[config.mk]
export PLATFORM = sky130hd
export DESIGN_NAME = axis_pattern_gen
export DESIGN_NICKNAME = d
export VERILOG_FILES = /design/src/rtl/axis_pattern_gen_pkg.sv /design/src/rtl/pattern_lfsr.sv /design/src/rtl/axis_pattern_gen.sv
export SDC_FILE = /design/constraint.sdc
export NUM_CORES = 1
export LEC_CHECK = 0
export CAP_MARGIN = 10
export CORE_MARGIN = 1.5
export CORE_UTILIZATION = 35
export CTS_CLUSTER_DIAMETER = 50
export DETAILED_ROUTE_END_ITERATION = 10
export GPL_TIMING_DRIVEN = 0
export PLACE_DENSITY_LB_ADDON = 0.05
export REMOVE_ABC_BUFFERS = 1
export SLEW_MARGIN = 20
export SYNTH_ARGS = -nofsm -noshare
export SYNTH_HDL_FRONTEND = slang
export SYNTH_SLANG_ARGS = --single-unit
[constraint.sdc]
create_clock -name ACLK -period 8.94 [get_ports ACLK]
set_clock_uncertainty 0.15 [all_clocks]
set_input_delay 1.788 -clock ACLK [delete_from_list [all_inputs] [get_ports ACLK]]
set_output_delay 1.788 -clock ACLK [all_outputs]
set_load 0.05 [all_outputs]
[src/rtl/axis_pattern_gen_pkg.sv]
`default_nettype none
// ============================================================================
//  Module   : axis_pattern_gen_pkg
//  Purpose  : Shared encodings for the AXI4-Stream pattern generator and its
//             companion stream checker: MODE codes, LFSR polynomial, FSM type
//             and the single-step LFSR helper.
//  Revision : 1.0  initial release
// ============================================================================
package axis_pattern_gen_pkg;

    // Pattern select encodings
    localparam logic [1:0] MODE_CNT  = 2'd0;
    localparam logic [1:0] MODE_LFSR = 2'd1;
    localparam logic [1:0] MODE_WALK = 2'd2;
    localparam logic [1:0] MODE_ALT  = 2'd3;

    // Galois taps for x^32 + x^22 + x^2 + x + 1 (right-shifting form)
    localparam logic [31:0] LFSR_POLY = 32'h8020_0003;

    // Generator FSM states
    typedef enum logic [0:0] {
        IDLE = 1'b0,
        SEND = 1'b1
    } state_t;

    // One Galois step: shift right, fold the ejected bit back through the taps
    function automatic logic [31:0] lfsr_next(input logic [31:0] s);
        return (s >> 1) ^ (s[0] ? LFSR_POLY : 32'h0000_0000);
    endfunction

endpackage
`default_nettype wire

[src/rtl/pattern_lfsr.sv]
`default_nettype none
// ============================================================================
//  Module   : pattern_lfsr
//  Purpose  : 32-bit Galois LFSR with seed parameter and advance enable.
//             Shared between the pattern generator and the stream checker so
//             both sides step through an identical sequence.
//  Revision : 1.0  initial release
// ============================================================================
module pattern_lfsr
    import axis_pattern_gen_pkg::*;
#(
    parameter logic [31:0] SEED = 32'h0000_0001
) (
    input  logic        clk,
    input  logic        rst,
    input  logic        i_adv,
    output logic [31:0] o_state
);

    logic [31:0] state_q;
    logic [31:0] state_d;

    // Step once per enabled cycle, otherwise hold
    always_comb begin
        state_d = i_adv ? lfsr_next(state_q) : state_q;
    end

    // Register the LFSR state; reset loads the seed
    always_ff @(posedge clk or posedge rst) begin
        if (rst) begin
            state_q <= SEED;
        end else begin
            state_q <= state_d;
        end
    end

    assign o_state = state_q;

endmodule
`default_nettype wire

[src/rtl/axis_pattern_gen.sv]
`default_nettype none
// ============================================================================
//  Module   : axis_pattern_gen
//  Purpose  : AXI4-Stream test-pattern source with TREADY backpressure,
//             TLAST packet framing, four pattern modes and status counters.
//             Optional build macro AXIS_PATTERN_GEN_HDR_EN prefixes every
//             packet with a header beat {PKT_CNT[15:0], PKT_LEN[15:0]}
//             (requires DATA_WIDTH >= 32).
//  Revision : 1.0  initial release
// ============================================================================
module axis_pattern_gen
    import axis_pattern_gen_pkg::*;
#(
    parameter int          DATA_WIDTH = 32,
    parameter int          LEN_WIDTH  = 16,
    parameter logic [31:0] LFSR_SEED  = 32'h0000_0001
) (
    input  logic                  ACLK,
    input  logic                  RST,
    input  logic                  EN,
    input  logic [1:0]            MODE,
    input  logic [LEN_WIDTH-1:0]  PKT_LEN,
    output logic [DATA_WIDTH-1:0] TDATA,
    output logic                  TVALID,
    input  logic                  TREADY,
    output logic                  TLAST,
    output logic                  BUSY,
    output logic [31:0]           PKT_CNT,
    output logic [31:0]           BEAT_CNT
);

    localparam int NBYTES = DATA_WIDTH / 8;

    // Build one output word from the selected generator's state
    function automatic logic [DATA_WIDTH-1:0] pattern_word(
        input logic [1:0]            mode,
        input logic [DATA_WIDTH-1:0] cnt,
        input logic [31:0]           lfsr,
        input logic [DATA_WIDTH-1:0] walk,
        input logic                  alt
    );
        logic [DATA_WIDTH-1:0] w;
        w = '0;
        case (mode)
            MODE_CNT:  w = cnt;
            MODE_LFSR: begin
                // Replicate the 32-bit LFSR across the word (LSBs when narrower)
                for (int i = 0; i < DATA_WIDTH; i++) begin
                    w[i] = lfsr[i % 32];
                end
            end
            MODE_WALK: w = walk;
            default:   w = {NBYTES{alt ? 8'hAA : 8'h55}};
        endcase
        return w;
    endfunction

    // Index of the final beat; a zero length behaves as a one-beat packet
    function automatic logic [LEN_WIDTH-1:0] last_index(input logic [LEN_WIDTH-1:0] len);
        return (len == '0) ? '0 : len - 1'b1;
    endfunction

    // ------------------------------------------------------------------
    // Registered state
    // ------------------------------------------------------------------
    state_t                state_q,    state_d;
    logic [1:0]            mode_q,     mode_d;
    logic [LEN_WIDTH-1:0]  len_q,      len_d;
    logic [LEN_WIDTH-1:0]  beat_idx_q, beat_idx_d;
    logic [DATA_WIDTH-1:0] tdata_q,    tdata_d;
    logic                  tvalid_q,   tvalid_d;
    logic                  tlast_q,    tlast_d;
    logic [31:0]           pkt_cnt_q,  pkt_cnt_d;
    logic [31:0]           beat_cnt_q, beat_cnt_d;

    // Pattern generator state
    logic [DATA_WIDTH-1:0] cnt_q,  cnt_d;
    logic [DATA_WIDTH-1:0] walk_q, walk_d;
    logic                  alt_q,  alt_d;   // 0 -> 0x55 bytes, 1 -> 0xAA bytes
    logic [31:0]           lfsr_q, lfsr_d;

    logic accept;      // beat handed to the sink this edge
    logic hdr_beat;    // current beat is a header (never advances generators)
    logic gen_adv;     // an accepted pattern beat
    logic start;       // a new packet begins at this edge

    assign accept = tvalid_q && TREADY;

`ifdef AXIS_PATTERN_GEN_HDR_EN
    assign hdr_beat = (beat_idx_q == '0);
`else
    assign hdr_beat = 1'b0;
`endif

    assign gen_adv = (state_q == SEND) && accept && !hdr_beat;

    // Shared LFSR engine; advances only when LFSR mode consumes a beat
    pattern_lfsr #(
        .SEED (LFSR_SEED)
    ) u_lfsr (
        .clk     (ACLK),
        .rst     (RST),
        .i_adv   (gen_adv && (mode_q == MODE_LFSR)),
        .o_state (lfsr_q)
    );

    // Post-edge generator values: only the latched mode's generator steps
    always_comb begin
        cnt_d  = cnt_q;
        walk_d = walk_q;
        alt_d  = alt_q;
        lfsr_d = lfsr_q;
        if (gen_adv) begin
            case (mode_q)
                MODE_CNT:  cnt_d  = cnt_q + 1'b1;
                MODE_LFSR: lfsr_d = lfsr_next(lfsr_q);
                MODE_WALK: walk_d = {walk_q[DATA_WIDTH-2:0], walk_q[DATA_WIDTH-1]};
                default:   alt_d  = ~alt_q;
            endcase
        end
    end

    // Packet sequencing: next-state, framing and the next output word
    always_comb begin
        state_d    = state_q;
        mode_d     = mode_q;
        len_d      = len_q;
        beat_idx_d = beat_idx_q;
        tdata_d    = tdata_q;
        tvalid_d   = tvalid_q;
        tlast_d    = tlast_q;
        pkt_cnt_d  = pkt_cnt_q;
        beat_cnt_d = beat_cnt_q;
        start      = 1'b0;

        case (state_q)
            IDLE: begin
                if (EN) begin
                    start = 1'b1;
                end
            end
            default: begin
                if (accept) begin
                    beat_cnt_d = beat_cnt_q + 32'd1;
                    if (tlast_q) begin
                        pkt_cnt_d = pkt_cnt_q + 32'd1;
                        if (EN) begin
                            // Back-to-back: next packet starts with no TVALID gap
                            start = 1'b1;
                        end else begin
                            state_d  = IDLE;
                            tvalid_d = 1'b0;
                            tlast_d  = 1'b0;
                        end
                    end else begin
                        beat_idx_d = beat_idx_q + 1'b1;
                        tlast_d    = ((beat_idx_q + 1'b1) == last_index(len_q));
                        tdata_d    = pattern_word(mode_q, cnt_d, lfsr_d, walk_d, alt_d);
                    end
                end
            end
        endcase

        // Packet start: latch MODE/PKT_LEN and present the first beat
        if (start) begin
            state_d    = SEND;
            mode_d     = MODE;
            len_d      = PKT_LEN;
            beat_idx_d = '0;
            tvalid_d   = 1'b1;
            tlast_d    = (PKT_LEN <= LEN_WIDTH'(1));
`ifdef AXIS_PATTERN_GEN_HDR_EN
            tdata_d    = DATA_WIDTH'({pkt_cnt_d[15:0], 16'(PKT_LEN)});
`else
            tdata_d    = pattern_word(MODE, cnt_d, lfsr_d, walk_d, alt_d);
`endif
        end
    end

    // FSM and registered stream outputs
    always_ff @(posedge ACLK or posedge RST) begin
        if (RST) begin
            state_q    <= IDLE;
            mode_q     <= MODE_CNT;
            len_q      <= '0;
            beat_idx_q <= '0;
            tdata_q    <= '0;
            tvalid_q   <= 1'b0;
            tlast_q    <= 1'b0;
            pkt_cnt_q  <= '0;
            beat_cnt_q <= '0;
        end else begin
            state_q    <= state_d;
            mode_q     <= mode_d;
            len_q      <= len_d;
            beat_idx_q <= beat_idx_d;
            tdata_q    <= tdata_d;
            tvalid_q   <= tvalid_d;
            tlast_q    <= tlast_d;
            pkt_cnt_q  <= pkt_cnt_d;
            beat_cnt_q <= beat_cnt_d;
        end
    end

    // Pattern generator registers; state persists across packets
    always_ff @(posedge ACLK or posedge RST) begin
        if (RST) begin
            cnt_q  <= '0;
            walk_q <= DATA_WIDTH'(1);
            alt_q  <= 1'b0;
        end else begin
            cnt_q  <= cnt_d;
            walk_q <= walk_d;
            alt_q  <= alt_d;
        end
    end

    assign TDATA    = tdata_q;
    assign TVALID   = tvalid_q;
    assign TLAST    = tlast_q;
    assign BUSY     = (state_q == SEND);
    assign PKT_CNT  = pkt_cnt_q;
    assign BEAT_CNT = beat_cnt_q;

endmodule
`default_nettype wire

==> results of run 1 <==
[layout make-up]
class | instances | area share [%]
Multi-Input combinational cell | 871 | 38.8
Sequential cell | 230 | 38.4
Timing Repair Buffer | 128 | 9.25
Clock buffer | 43 | 6.51
Tap cell | 448 | 3.74
Clock inverter | 21 | 1.81
Inverter | 59 | 1.53
[how the worst max path moves through the flow]
stage / cells past startpoint / slack (ps) / end
3_3_place_gp: 2 / -3020 / walk_q[14]$_DFF_PP0_
3_5_place_dp: 8 / 3030 / TDATA[27]$_DFFE_PP0P_
2_1_floorplan: 1 / 700 / BEAT_CNT[0]$_DFFE_PP0P_
4_1_cts: 8 / 3570 / TDATA[27]$_DFFE_PP0P_
5_1_grt: 8 / 3350 / TDATA[27]$_DFFE_PP0P_
6_report: 8 / 3650 / TDATA[27]$_DFFE_PP0P_
[cell usage in the layout (no fill, tap or decap), types with 33 or more instances in the layout]
| master | count |
|---|---|
| dfrtp_1 | 227 |
| nand2_1 | 157 |
| clkdlybuf4s50_1 | 119 |
| xnor2_1 | 88 |
| nor2_1 | 70 |
| inv_1 | 58 |
| nand3_1 | 53 |
| mux2i_1 | 44 |
| o21ai_0 | 41 |
| clkbuf_16 | 36 |
| xor2_1 | 33 |
| mux2_2 | 33 |
[state kept, by name, summed over array words and instances, names as in the netlist]
signal	count
BEAT_CNT	32
BUSY	1
PKT_CNT	32
TDATA	32
TLAST	1
TVALID	1
alt_q	1
beat_idx_q	16
cnt_q	32
len_q	16
mode_q	2
u_lfsr.o_state	32
walk_q	32
[worst max-delay path, cell delays in order]
cell             delay [ps]
clkdlybuf4s50_1         540
nand3_2                 590
nor2_2                  880
o21a_2                  680
nand2_1                 510
a211oi_1                330
o22ai_1                 120
o311ai_1                 80
[kinds of logic after synthesis]
| family | count (synthesis) |
|---|---|
| buf+inv | 121 |
| flops | 230 |
| fa+ha+maj | 5 |
| xor+xnor | 125 |
| simple gates | 431 |
| compound gates | 232 |
| mux | 78 |
[layer usage]
metal | part of all wire, % | GRT usage, %
met3 | 4.4 | 3.28
met2 | 46 | 31.8
met5 | 0 | 0
met4 | 2.5 | 6.06
met1 | 47 | 28.1
[report_power, final]
| part | leakage [nW] | total (mW) | switching [mW] | internal [mW] |
|---|---|---|---|---|
| clock | 0.609 | 1.46 | 0.529 | 0.929 |
| sequential | 3.06 | 1.47 | 0.243 | 1.22 |
| combinational | 2.92 | 1.75 | 1.11 | 0.642 |
[per-stage QoR]
stage | instances | worst slack, ps | setup TNS [ps] | util (%) | hold WS (ps)
after floorplan | 1160 | 701 | 0 | - | 303
after global placement | 1728 | -3020 | -685800 | 40.1 | 305
after detailed placement | 1736 | 3030 | 0 | 40.9 | 310
after CTS | 1800 | 3570 | 0 | 44.6 | 319
after global routing | 1800 | 3350 | 0 | 44.6 | 336
final | 1800 | 3650 | 0 | 44.6 | 312
==> flow_metrics.env, run 1 <==
export IMPL_clk_pin_slew_ps=60
export IMPL_grt_pass1_vias=9416
export IMPL_maxSlewHeadroom_pct=29.2
export IMPL_io_pins=121
export IMPL_place_congestion=0.782
export IMPL_die_area_sq_mm=0.0353
export IMPL_via_per_inst=5.31
export IMPL_yosys_cell_count_top_type="dfrtp_1"
export IMPL_drv_slew=0
export IMPL_r2r_worst_path_cells=7
export IMPL_critPathRequiredTime_ps=9200
export IMPL_grt_usage_pct=20.1
export IMPL_ys_flop_type="dfrtp_1"
export IMPL_synth_area_sq_mm=0.0120
export IMPL_ys_async_sr_fraction_pct=100
export IMPL_wl_um=35100
export IMPL_cts_buffers=35
export IMPL_vdd_drop_max_mv=0.175
export IMPL_multi_input_area_sq_mm=0.00582
export IMPL_r2r_start="BUSY$_DFF_PP0_"
export IMPL_synth_cell_types=79
export IMPL_tightest_slew_ps=1060
export IMPL_path_class="primary input to flip-flop"
export IMPL_seq_area_sq_mm=0.00576
export IMPL_synth_top_area_share_pct=47.6
export IMPL_ys_seq_area_share_pct=48.1
export IMPL_start_kind="primary input"
export IMPL_gr_total_overflow=0
export IMPL_layout_min_cycle_time_ps=5290
export IMPL_antenna_found_initial=0
export IMPL_ys_ff_latch=230
export IMPL_end_kind="flip-flop"
export IMPL_die_y_um=188
export IMPL_synth_simple_area_share_pct=17.6
export IMPL_io_buffers=120
export IMPL_core_area_sq_mm=0.0336
export IMPL_cts_root_buf="clkbuf_16"
export IMPL_clk_path_buf_depth=3
export IMPL_crit_path_start="TREADY"
export IMPL_finalSetupViolCount=0
export IMPL_synth_area_leaders="dfrtp_1 (48%), xnor2_1 (6.4%), nand2_1 (5.0%)"
export IMPL_clk_latency_ps=520
export IMPL_cts_tree="done"
export IMPL_hold_viol=0
export IMPL_initial_utilization_pct=35.6
export IMPL_hold_path_end="PKT_CNT[31]$_DFFE_PP0P_"
export IMPL_ys_top_cells_by_count="dfrtp_1 (228), nand2_1 (158), xnor2_1 (88)"
export IMPL_layout_drive_gt1_share_pct=11.2
export IMPL_cap_violations=0
export IMPL_placed_area_sq_mm=0.0138
export IMPL_status="complete, no violations"
export IMPL_dp_final_hpwl_um=23600
export IMPL_synth_compound_area_share_pct=13.3
export IMPL_r2r_end="TDATA[27]$_DFFE_PP0P_"
export IMPL_fin_area_sq_mm=0.0150
export IMPL_crit_path_max_fanout=29
export IMPL_avgSynthCellArea_sq_um=9.80
export IMPL_nets=1352
export IMPL_min_path_type="flip-flop to flip-flop"
export IMPL_drtAntennaViolNets=0
export IMPL_period_share_pct=59.2
export IMPL_grt_setup_unrepaired="no"
export IMPL_rows=67
export IMPL_min_from="PKT_CNT[31]$_DFFE_PP0P_"
export IMPL_leakage_nw=6.59
export IMPL_ys_warn_count=0
export IMPL_cts_setup_buffers=0
export IMPL_htreeDepth=2
export IMPL_wl_per_cell_um=19.5
export IMPL_p_per_area_mw_per_mm2=312
export IMPL_synth_largest_area_cell="dfrtp_1"
export IMPL_firstDrtPassIters=5
export IMPL_ctsHoldBuffers=0
export IMPL_die_w_um=188
export IMPL_drtIter0Drc=594
export IMPL_synthToLayoutAreaGrowth_pct=25.3
export IMPL_via_count=9552
export IMPL_synth_top_family_by_area="simple AND/OR/NAND/NOR gates"
export IMPL_hold_depth=1
export IMPL_grt_pass1_wl_um=55700
export IMPL_rrSetupSlack_ps=4890
export IMPL_drc=0
export IMPL_finalPower_mw=4.67
export IMPL_fill_cells=3235
export IMPL_clock_fmax_mhz=189
export IMPL_synth_adder_area_share_pct=0.522
export IMPL_synth_xor_area_share_pct=9.55
export IMPL_cts_sinks=230
export IMPL_antennaDiodeCount=0
export IMPL_critPathArrivalTime_ps=5550
export IMPL_synthCells=1222
export IMPL_synth_edf_count=0
export IMPL_grt_max_degree=98
export IMPL_synth_mux_area_fraction_pct=6.87
export IMPL_post_cts_resized=0
No activity file was read; power rests on OpenSTA's default activity.
==> inputs of run 2 (changes only) <==
Clock period 8.94 ns to 5.5 ns, I/O delays scaled along.
==> results of run 2 <==
The final DEF is identical to that of run 1. Status: complete, no violations.
Main changes from that run: setup slack after placement 3030 ps -> 277 ps; setup slack after layout 3650 ps -> 899 ps; register-to-register setup slack 4890 ps -> 1450 ps; total power 4.67 mW -> 7.60 mW; worst IR drop on VDD 0.175 mV -> 0.284 mV
==> inputs of run 3 (changes only) <==
Clock period 5.5 ns to 4.5 ns, I/O delays scaled along.
==> run 3 against run 2 <==
Effect of this change:
- total power is 22% higher
- via count is the same
- global-route usage stayed put
- combinational power grew 23%
- worst hold slack barely moved
- cell area is essentially flat
- die area unchanged
- largest power group unchanged
==> flow_metrics.env, run 3 (synthesized netlist as in run 1, its figures left out) <==
export IMPL_clk_pin_slew_ps=60
export IMPL_path_class="primary input to flip-flop"
export IMPL_post_cts_resized=0
export IMPL_rows=67
export IMPL_grt_max_degree=98
export IMPL_antennaDiodeCount=0
export IMPL_initial_utilization_pct=35.6
export IMPL_cts_setup_buffers=0
export IMPL_crit_path_max_fanout=29
export IMPL_gr_total_overflow=0
export IMPL_p_per_area_mw_per_mm2=619
export IMPL_firstDrtPassIters=6
export IMPL_nets=1352
export IMPL_mostFrequentLayoutCell="dfrtp_1"
export IMPL_critPathArrivalTime_ps=4410
export IMPL_clock_fmax_mhz=241
export IMPL_start_kind="primary input"
export IMPL_ctsHoldBuffers=0
export IMPL_drc=0
export IMPL_vdd_drop_max_mv=0.347
export IMPL_io_buffers=120
export IMPL_period_share_pct=92.4
export IMPL_drtAntennaViolNets=0
export IMPL_core_area_sq_mm=0.0336
export IMPL_tightest_slew_ps=1070
export IMPL_wl_um=35200
export IMPL_htreeDepth=2
export IMPL_grt_pass1_vias=9416
export IMPL_cts_sinks=230
export IMPL_place_congestion=0.782
export IMPL_clk_latency_ps=520
export IMPL_clk_path_buf_depth=3
export IMPL_die_w_um=188
export IMPL_leakage_nw=6.59
export IMPL_most_common_layout_cells="dfrtp_1 (227), nand2_1 (157), clkdlybuf4s50_1 (119)"
export IMPL_io_pins=121
export IMPL_cts_root_buf="clkbuf_16"
export IMPL_layout_drive_gt1_share_pct=11.2
export IMPL_grt_pass1_wl_um=55700
export IMPL_grt_setup_unrepaired="no"
export IMPL_drv_slew=0
export IMPL_synthToLayoutAreaGrowth_pct=25.3
export IMPL_layout_min_cycle_time_ps=4160
export IMPL_whs_ps=311
export IMPL_antenna_found_initial=0
export IMPL_grt_usage_pct=20.1
export IMPL_end_kind="flip-flop"
export IMPL_die_area_sq_mm=0.0353
export IMPL_maxSlewHeadroom_pct=28.5
export IMPL_cts_tree="done"
export IMPL_finalPower_mw=9.29
export IMPL_fin_area_sq_mm=0.0150
export IMPL_finalSetupViolCount=0
export IMPL_critPathRequiredTime_ps=4760
export IMPL_min_path_type="flip-flop to flip-flop"
export IMPL_hold_viol=0
export IMPL_cap_violations=0
export IMPL_drtIter0Drc=592
export IMPL_via_per_inst=5.31
export IMPL_via_count=9552
export IMPL_die_y_um=188
export IMPL_status="complete, no violations"
export IMPL_placed_area_sq_mm=0.0138
export IMPL_wl_per_cell_um=19.5
export IMPL_cts_buffers=35
export IMPL_dp_final_hpwl_um=23600
==> run 3: changes by cell type in the layout (fill, tap and decap cells not counted) <==
cell    change
nor2_4      +1
nor2_2      -1
==> run 3: worst paths after layout <==
path	startpoint	to	slack [ps]	cells past startpoint
min reg2reg	PKT_CNT[31]$_DFFE_PP0P_	PKT_CNT[31]$_DFFE_PP0P_	310	1
min in group asynchronous	RST	len_q[6]$_DFFE_PP0P_	650	2
max reg2reg	mode_q[1]$_DFFE_PP0P_	TDATA[9]$_DFFE_PP0P_	580	8
max in group asynchronous	RST	BEAT_CNT[0]$_DFFE_PP0P_	2740	3
min	PKT_CNT[31]$_DFFE_PP0P_	PKT_CNT[31]$_DFFE_PP0P_	310	1
max	TREADY	TDATA[27]$_DFFE_PP0P_	340	8
==> run 3: layout make-up <==
class,instances,area (sq um)
Clock buffer,43,977
Clock inverter,21,272
Timing Repair Buffer,128,1390
Tap cell,448,561
Sequential cell,230,5760
Inverter,59,229
Multi-Input combinational cell,871,5820
Fill cell,3235,18600
==> run 3: routing by layer <==
layer  vias up  GRT usage [%]  share of wire (%)
met4         0           6.06                2.5
met3        51           3.28                4.4
met1      4688           28.1                 47
li1       4586              -                  -
met5         -              0                  0
met2       227           31.8                 46
==> run 3: stage by stage <==
stage | setup TNS (ps) | util (%) | std cells | setup WS [ps]
floorplan | -652230 | - | 1160 | -2850
global placement | -1655100 | 40.1 | 1728 | -6580
detailed placement | -5680 | 40.9 | 1736 | -523
CTS | 0 | 44.6 | 1800 | 15.6
global route | 0 | 44.6 | 1800 | 57.6
finish | 0 | 44.6 | 1800 | 344
==> run 3: worst max-delay path, stage by stage <==
cell             delay [ps]
clkdlybuf4s50_1         540
nand3_2                 600
nor2_4                  650
o21a_2                  660
nand2_1                 510
a211oi_1                330
o22ai_1                 120
o311ai_1                 80
==> run 3: report_power, final <==
part / internal [mW] / leakage, nW / switching [mW] / total [mW]
sequential: 2.43 / 3.06 / 0.484 / 2.92
clock: 1.85 / 0.609 / 1.05 / 2.90
combinational: 1.28 / 2.92 / 2.20 / 3.48
total: 5.55 / 6.59 / 3.74 / 9.29
